===== config.mk =====
export PLATFORM = sky130hd
export DESIGN_NAME = tick_gen
export DESIGN_NICKNAME = d
export VERILOG_FILES = /design/src/rtl/tick_gen.sv
export SDC_FILE = /design/constraint.sdc
export NUM_CORES = 1
export LEC_CHECK = 0
export CELL_PAD_IN_SITES_DETAIL_PLACEMENT = 1
export CELL_PAD_IN_SITES_GLOBAL_PLACEMENT = 1
export CORE_MARGIN = 5
export CORE_UTILIZATION = 36
export DETAILED_ROUTE_END_ITERATION = 7
export PLACE_DENSITY_LB_ADDON = 0.1
export SLEW_MARGIN = 40
export SYNTH_ARGS = -nofsm -noshare
export SYNTH_HDL_FRONTEND = slang
export SYNTH_SLANG_ARGS = --single-unit
export TNS_END_PERCENT = 50

===== constraint.sdc =====
create_clock -name clock -period 2.94 [get_ports clock]
set_input_delay 0.588 -clock clock [delete_from_list [all_inputs] [get_ports clock]]
set_output_delay 0.588 -clock clock [all_outputs]
set_load 0.03 [all_outputs]

===== src/rtl/tick_gen.sv =====
`default_nettype none
// ============================================================================
// Module   : tick_gen
// Purpose  : Multi-channel programmable rate divider. Each channel counts
//            down from a runtime-loadable divisor D and emits a single-cycle
//            tick every D+1 enabled cycles, plus a level output that toggles
//            on every tick. A common sync strobe restarts all channels in
//            phase.
// Options  : TICK_GEN_ONESHOT_EN adds a per-channel oneshot input. A channel
//            in oneshot mode ticks once, then parks at zero until it is
//            reloaded, synced, or has its oneshot bit cleared.
// Revision : 1.0 - initial release
// ============================================================================
module tick_gen #(
    parameter int CHANNELS    = 2,
    parameter int DIV_W       = 13,
    parameter int DEFAULT_DIV = 255
) (
    input  logic                clock,
    input  logic                reset,
    input  logic                enable,
    input  logic                sync,
    input  logic                load,
    input  logic [2:0]          load_ch,
    input  logic [DIV_W-1:0]    load_val,
`ifdef TICK_GEN_ONESHOT_EN
    input  logic [CHANNELS-1:0] oneshot,
`endif
    output logic [CHANNELS-1:0] tick,
    output logic [CHANNELS-1:0] level
);

    localparam logic [DIV_W-1:0] c_default_div = DIV_W'(DEFAULT_DIV);
    localparam logic [DIV_W-1:0] c_one         = DIV_W'(1);

    for (genvar i = 0; i < CHANNELS; i++) begin : g_ch
        logic [DIV_W-1:0] r_div;
        logic [DIV_W-1:0] r_cnt;
        logic             r_tick;
        logic             r_level;
        logic             w_load_hit;

        // Channel indices never exceed 7, so a 3-bit compare rejects any
        // load aimed past the last channel without extra range logic.
        assign w_load_hit = load && (load_ch == 3'(i));

`ifdef TICK_GEN_ONESHOT_EN
        logic r_parked;

        // Down-counter with load/sync priority; oneshot channels stop at zero
        // after their tick and stay parked until re-armed.
        always_ff @(posedge clock) begin
            if (!reset) begin
                r_div    <= c_default_div;
                r_cnt    <= c_default_div;
                r_tick   <= 1'b0;
                r_level  <= 1'b0;
                r_parked <= 1'b0;
            end else if (w_load_hit) begin
                r_div    <= load_val;
                r_cnt    <= load_val;
                r_tick   <= 1'b0;
                r_parked <= 1'b0;
                if (sync) begin
                    r_level <= 1'b0;
                end
            end else if (sync) begin
                r_cnt    <= r_div;
                r_tick   <= 1'b0;
                r_level  <= 1'b0;
                r_parked <= 1'b0;
            end else if (!enable) begin
                r_tick <= 1'b0;
            end else if (r_cnt == '0) begin
                if (oneshot[i] && r_parked) begin
                    r_tick <= 1'b0;
                end else begin
                    r_cnt    <= oneshot[i] ? '0 : r_div;
                    r_tick   <= 1'b1;
                    r_level  <= ~r_level;
                    r_parked <= oneshot[i];
                end
            end else begin
                r_cnt  <= r_cnt - c_one;
                r_tick <= 1'b0;
            end
        end
`else
        // Down-counter with load/sync priority; reload and tick on reaching 0.
        always_ff @(posedge clock) begin
            if (!reset) begin
                r_div   <= c_default_div;
                r_cnt   <= c_default_div;
                r_tick  <= 1'b0;
                r_level <= 1'b0;
            end else if (w_load_hit) begin
                r_div  <= load_val;
                r_cnt  <= load_val;
                r_tick <= 1'b0;
                if (sync) begin
                    r_level <= 1'b0;
                end
            end else if (sync) begin
                r_cnt   <= r_div;
                r_tick  <= 1'b0;
                r_level <= 1'b0;
            end else if (!enable) begin
                r_tick <= 1'b0;
            end else if (r_cnt == '0) begin
                r_cnt   <= r_div;
                r_tick  <= 1'b1;
                r_level <= ~r_level;
            end else begin
                r_cnt  <= r_cnt - c_one;
                r_tick <= 1'b0;
            end
        end
`endif

        assign tick[i]  = r_tick;
        assign level[i] = r_level;
    end

endmodule
`default_nettype wire


# Word-level counts from Yosys, hierarchy flattened
# Index checks and enable logic that the tools add are counted.
# word_totals
ff_bits	56
word_cells	50
# classes
n_addsub	2
n_eq_ne	3
n_mux	19
n_bitwise	4
n_reduce_logical	14
# op_table
operator	count
$mux W13	8
$logic_not A13 Y1	2
$sub A13 B1 Y13 const B	2
$mux W1	11
$reduce_or A4 Y1	2
$reduce_and A3 Y1	2
$reduce_bool A2 Y1	3
$reduce_bool A3 Y1	2
$ne A2 B2 Y1 const B	2
$not A1 Y1	4
$eq A3 B1 Y1 const B	1
$logic_not A3 Y1	1
$logic_and A1 B1 Y1	2

# Longest topological paths before layout
# depth
depth_word	5
depth_mapped	8
depth_no_buf	7

# Worst setup path before layout
# OpenSTA, ideal clock, no wires.
# synth_timing
kind	input -> register
startpoint	input load_ch[0]
endpoint	register g_ch[0].r_cnt[3]
setup_ns	0.120
t_arrival_ns	1.907
slack_ns	0.913
stages	6
path_buffers	2
path_cell_list	or4b_2 buf_6 clkbuf_1 o221a_2 o22ai_1 nand2_1
# synth_via
elab_chain_len	3
# synth_lines
item	line	source
start, declared	24	input logic [2:0] load_ch,
$logic_not A3 Y1 (*)	45	assign w_load_hit = load && (load_ch == 3'(i));
$logic_and A1 B1 Y1 (*)	45	
$reduce_bool A3 Y1 (no line) or $mux W13 (tied branches)	--	
end signal, assigned	93	r_cnt <= c_default_div;
end signal, assigned	98	r_cnt <= load_val;
end signal, assigned	104	r_cnt <= r_div;
end, declared	38	logic [DIV_W-1:0] r_cnt;
# Mark *: on every way between the ends. The rest lies on a longest branch, timed or not.
# A chain may end at the register's enable or synchronous reset.

# Worst setup path in the final report
# layout_timing
startpoint	input load_ch[1]
endpoint	register g_ch[0].r_cnt[6]
# The elaborated chain is that of the path after synthesis.

==> impl_results.md <==
* CP Cell Sequence: clkdlybuf4s50_1, or4b_2, buf_4, nand2_1, a31oi_1, a31oi_1
* Seq/Total Area, Yosys at 0.354
* Internal at 1.11 mW
* Netlist cell types at 65
* Ys flop type: dfxtp_1
* Cells after synthesis at 398
* Total track usage at 0.185
* Gr ovfl total at 0
* Die Height at 104 um
* Num rows at 34
* Post-DRT Antenna Nets at 0
* Worst-path maximum fanout at 16
* Clock share of power at 0.304
* Yosys warnings at 0
* Post-Synthesis Cell Area at 3160 um2
* Sequential share of power at 0.539
* HPWL after DPL at 7290 um
* Die Wd at 104 um
* Period Utilization, post-route at 0.802
* Pin count of the biggest net entering global routing at 34
* Setup TNS at 0 ns
* Leak at 1.38 nW
* Io pins at 25
* Clk_lat worst skew at 0.31 ns
* Port Buffers at 24
* Vias/cell at 5.78
* # hold bufs at CTS at 0
* Max cap viols at 0
* Synthesized Nets at 423
* Final hold vios at 0
* Psw at 0.439 mW
* Net Sw Frac at 0.284
* Critical path arrival at 2.60 ns
* Post-Layout Cell Count at 524
* Vias in the first global route at 3103
* Power Dens Cells at 428 nW/um2
* First-pass GRT wire length at 16600 um
* TritonCTS Buffers at 5
* Core Region at 8640 um2
* Most frequent cells in the layout: 75 x nand2_1, 56 x dfxtp_1, 33 x a21oi_1, 25 x nor2_1, 24 x clkdlybuf4s50_1
* Layout filler cell count at 1056
* Tmin final at 2.36 ns
* EDFF count, synth at 0
* Routed via count at 3028
* Crit-path max cell delay at 0.89 ns
* Antenna violations before repair at 0
* Final wirelength at 9910 um
* Syn Area/Cell at 7.95 um2
* Clock sinks at 56
* CP Class: input pin to flop
* Outcome: completed
* Slew @ Worst Pin at 0.649 ns
* Hold_sp: g_ch[1].r_div[2]$_SDFFE_PN1P_
* Ys async rst share at 0
* Placer Congestion at 0.776
* Worst VDD drop at 185 uV
* Setup bufs post-CTS at 0
* Critical path startpoint category: input pin
* Combinational Power Share at 0.157
* Final setup fails at 0
* Max-slew violations at 0
* Most common cell after layout, fill and taps aside: nand2_1
* Share of layout cells above drive strength 1 at 0.111
* DIE AREA at 10800 um2
* Clock skew at 0.00502 ns
* Setup crit end kind: flop
* Worst-path clk slew at 0.10 ns
* CTS H-tree lvls at 2
* Crit path max-delay cell type: or4b_2
* Worst R2R Start: g_ch[1].r_cnt[0]$_SDFFE_PN1P_
* CTS tree: done
* Register bit count reported by yosys at 56
* Most used cell, CP: a31oi_1
* CP top delay family: simple AND/OR/NAND/NOR gates
* Remaining DRCs at 0
* Wire length per cell at 18.9 um
* Slew HR at 0.563
* RSZ-0062 raised after global routing: false
* Nets at 441
* Crit path required time at 3.18 ns
* Initial Util at 0.366
* Fmax at 424 MHz
* Dpl cells at 517
* Drt pass-1 iters at 4
* P&R area growth vs syn at 14.3%
* Clk buf depth at 2
* CTS Root Cell: clkbuf_8
* WP buf/inv at 2
* Critical Path Source: load_ch[1]
* Post-CTS sizing at 0
* Initial DRC count at 94
* Diodes inserted at 0
* Worst hold path class: flop to flop
## worst min-delay path, cell delays in order, from the launching register on
cell	delay, ns
dfxtp_1	0.32
nand2_1	0.05
nand2_1	0.04
## through the flow
stage	util	power [mW]	setup slack, ns	cell area (um2)	hold slack, ns
after floorplan	-	0.992	0.913	3160	0.414
after global placement	0.408	1.09	0.311	3520	0.427
after detailed placement	0.408	1.10	0.238	3520	0.443
after CTS	0.419	1.57	0.587	3620	0.459
after global routing	0.419	1.63	0.410	3620	0.486
final	0.419	1.55	0.582	3620	0.451
## synth_stat cells, types with 3 or more instances
cell / count / area share
nand4_1: 4 / 0.0079
clkbuf_8: 3 / 0.013
o31a_1: 3 / 0.0083
or4_1: 3 / 0.0071
or3_1: 5 / 0.0099
o22ai_1: 5 / 0.0099
xnor2_1: 3 / 0.0083
mux2i_1: 4 / 0.013
clkbuf_1: 18 / 0.021
nor4_1: 6 / 0.012
xor2_1: 4 / 0.011
nor4_2: 3 / 0.012
a31oi_1: 10 / 0.020
buf_4: 4 / 0.0095
o2111ai_1: 3 / 0.0083
o21a_1: 3 / 0.0071
nand3_1: 8 / 0.013
dfxtp_1: 56 / 0.35
nand2_1: 75 / 0.089
nor2_1: 25 / 0.030
o31ai_1: 7 / 0.017
a21oi_1: 33 / 0.052
nand2b_1: 4 / 0.0079
o221a_2: 3 / 0.011
o311ai_0: 4 / 0.011
o211ai_1: 4 / 0.0095
o21ai_0: 21 / 0.033
nor3_1: 19 / 0.030
ha_1: 4 / 0.016
inv_1: 10 / 0.012
## final cells by class
type | count | area, um2 | share of cell area
well taps | 108 | 135 | 0.0374
repair buffers | 40 | 373 | 0.103
inverters | 11 | 41.3 | 0.0114
flip-flops and latches | 56 | 1120 | 0.310
clock buffers | 7 | 96.3 | 0.0266
multi-input cells | 302 | 1850 | 0.511
## layer usage
layer,vias to the layer above,share of wire,track usage
met5,-,0,0
met4,0,0.0083,0.0333
met3,7,0.032,0.0280
met2,47,0.46,0.297
met1,1474,0.50,0.265
li1,1500,-,-
## flip-flops by register name (all words and copies together) (netlist names)
register,count
g_ch.r_cnt,26
g_ch.r_div,26
g_ch.r_level,2
g_ch.r_tick,2
## logic make-up (layout without fill, tap and decap cells)
family                   count (synthesis)  after routing  share of synthesized area
AND/OR/NAND/NOR                        168            168                      0.271
AO/OA/AOI/OAI                          117            117                      0.252
flip-flops                              56             56                      0.354
buffers and inverters                   40             58                     0.0676
XOR/XNOR                                 7              7                     0.0194
multiplexers                             6              6                     0.0198
adder cells (fa/ha/maj)                  4              4                     0.0158
## power groups by stage
stage | Sequential (mW) | Combinational (mW) | Clock, mW
after floorplan | 0.837 | 0.156 | 0
after global placement | 0.850 | 0.238 | 0
after detailed placement | 0.851 | 0.245 | 0
after CTS | 0.833 | 0.246 | 0.492
after global routing | 0.840 | 0.272 | 0.518
final | 0.834 | 0.243 | 0.470
## path summary, 6_finish.rpt
path                                   end  slack, ns  cells past startpoint
max          g_ch[0].r_cnt[6]$_SDFFE_PN1P_       0.58                      6
max reg2reg  g_ch[1].r_cnt[8]$_SDFFE_PN0P_       0.59                      7
min reg2reg  g_ch[1].r_div[2]$_SDFFE_PN1P_       0.45                      2
min          g_ch[1].r_div[2]$_SDFFE_PN1P_       0.45                      2
Power figures use the tool's default switching activity.
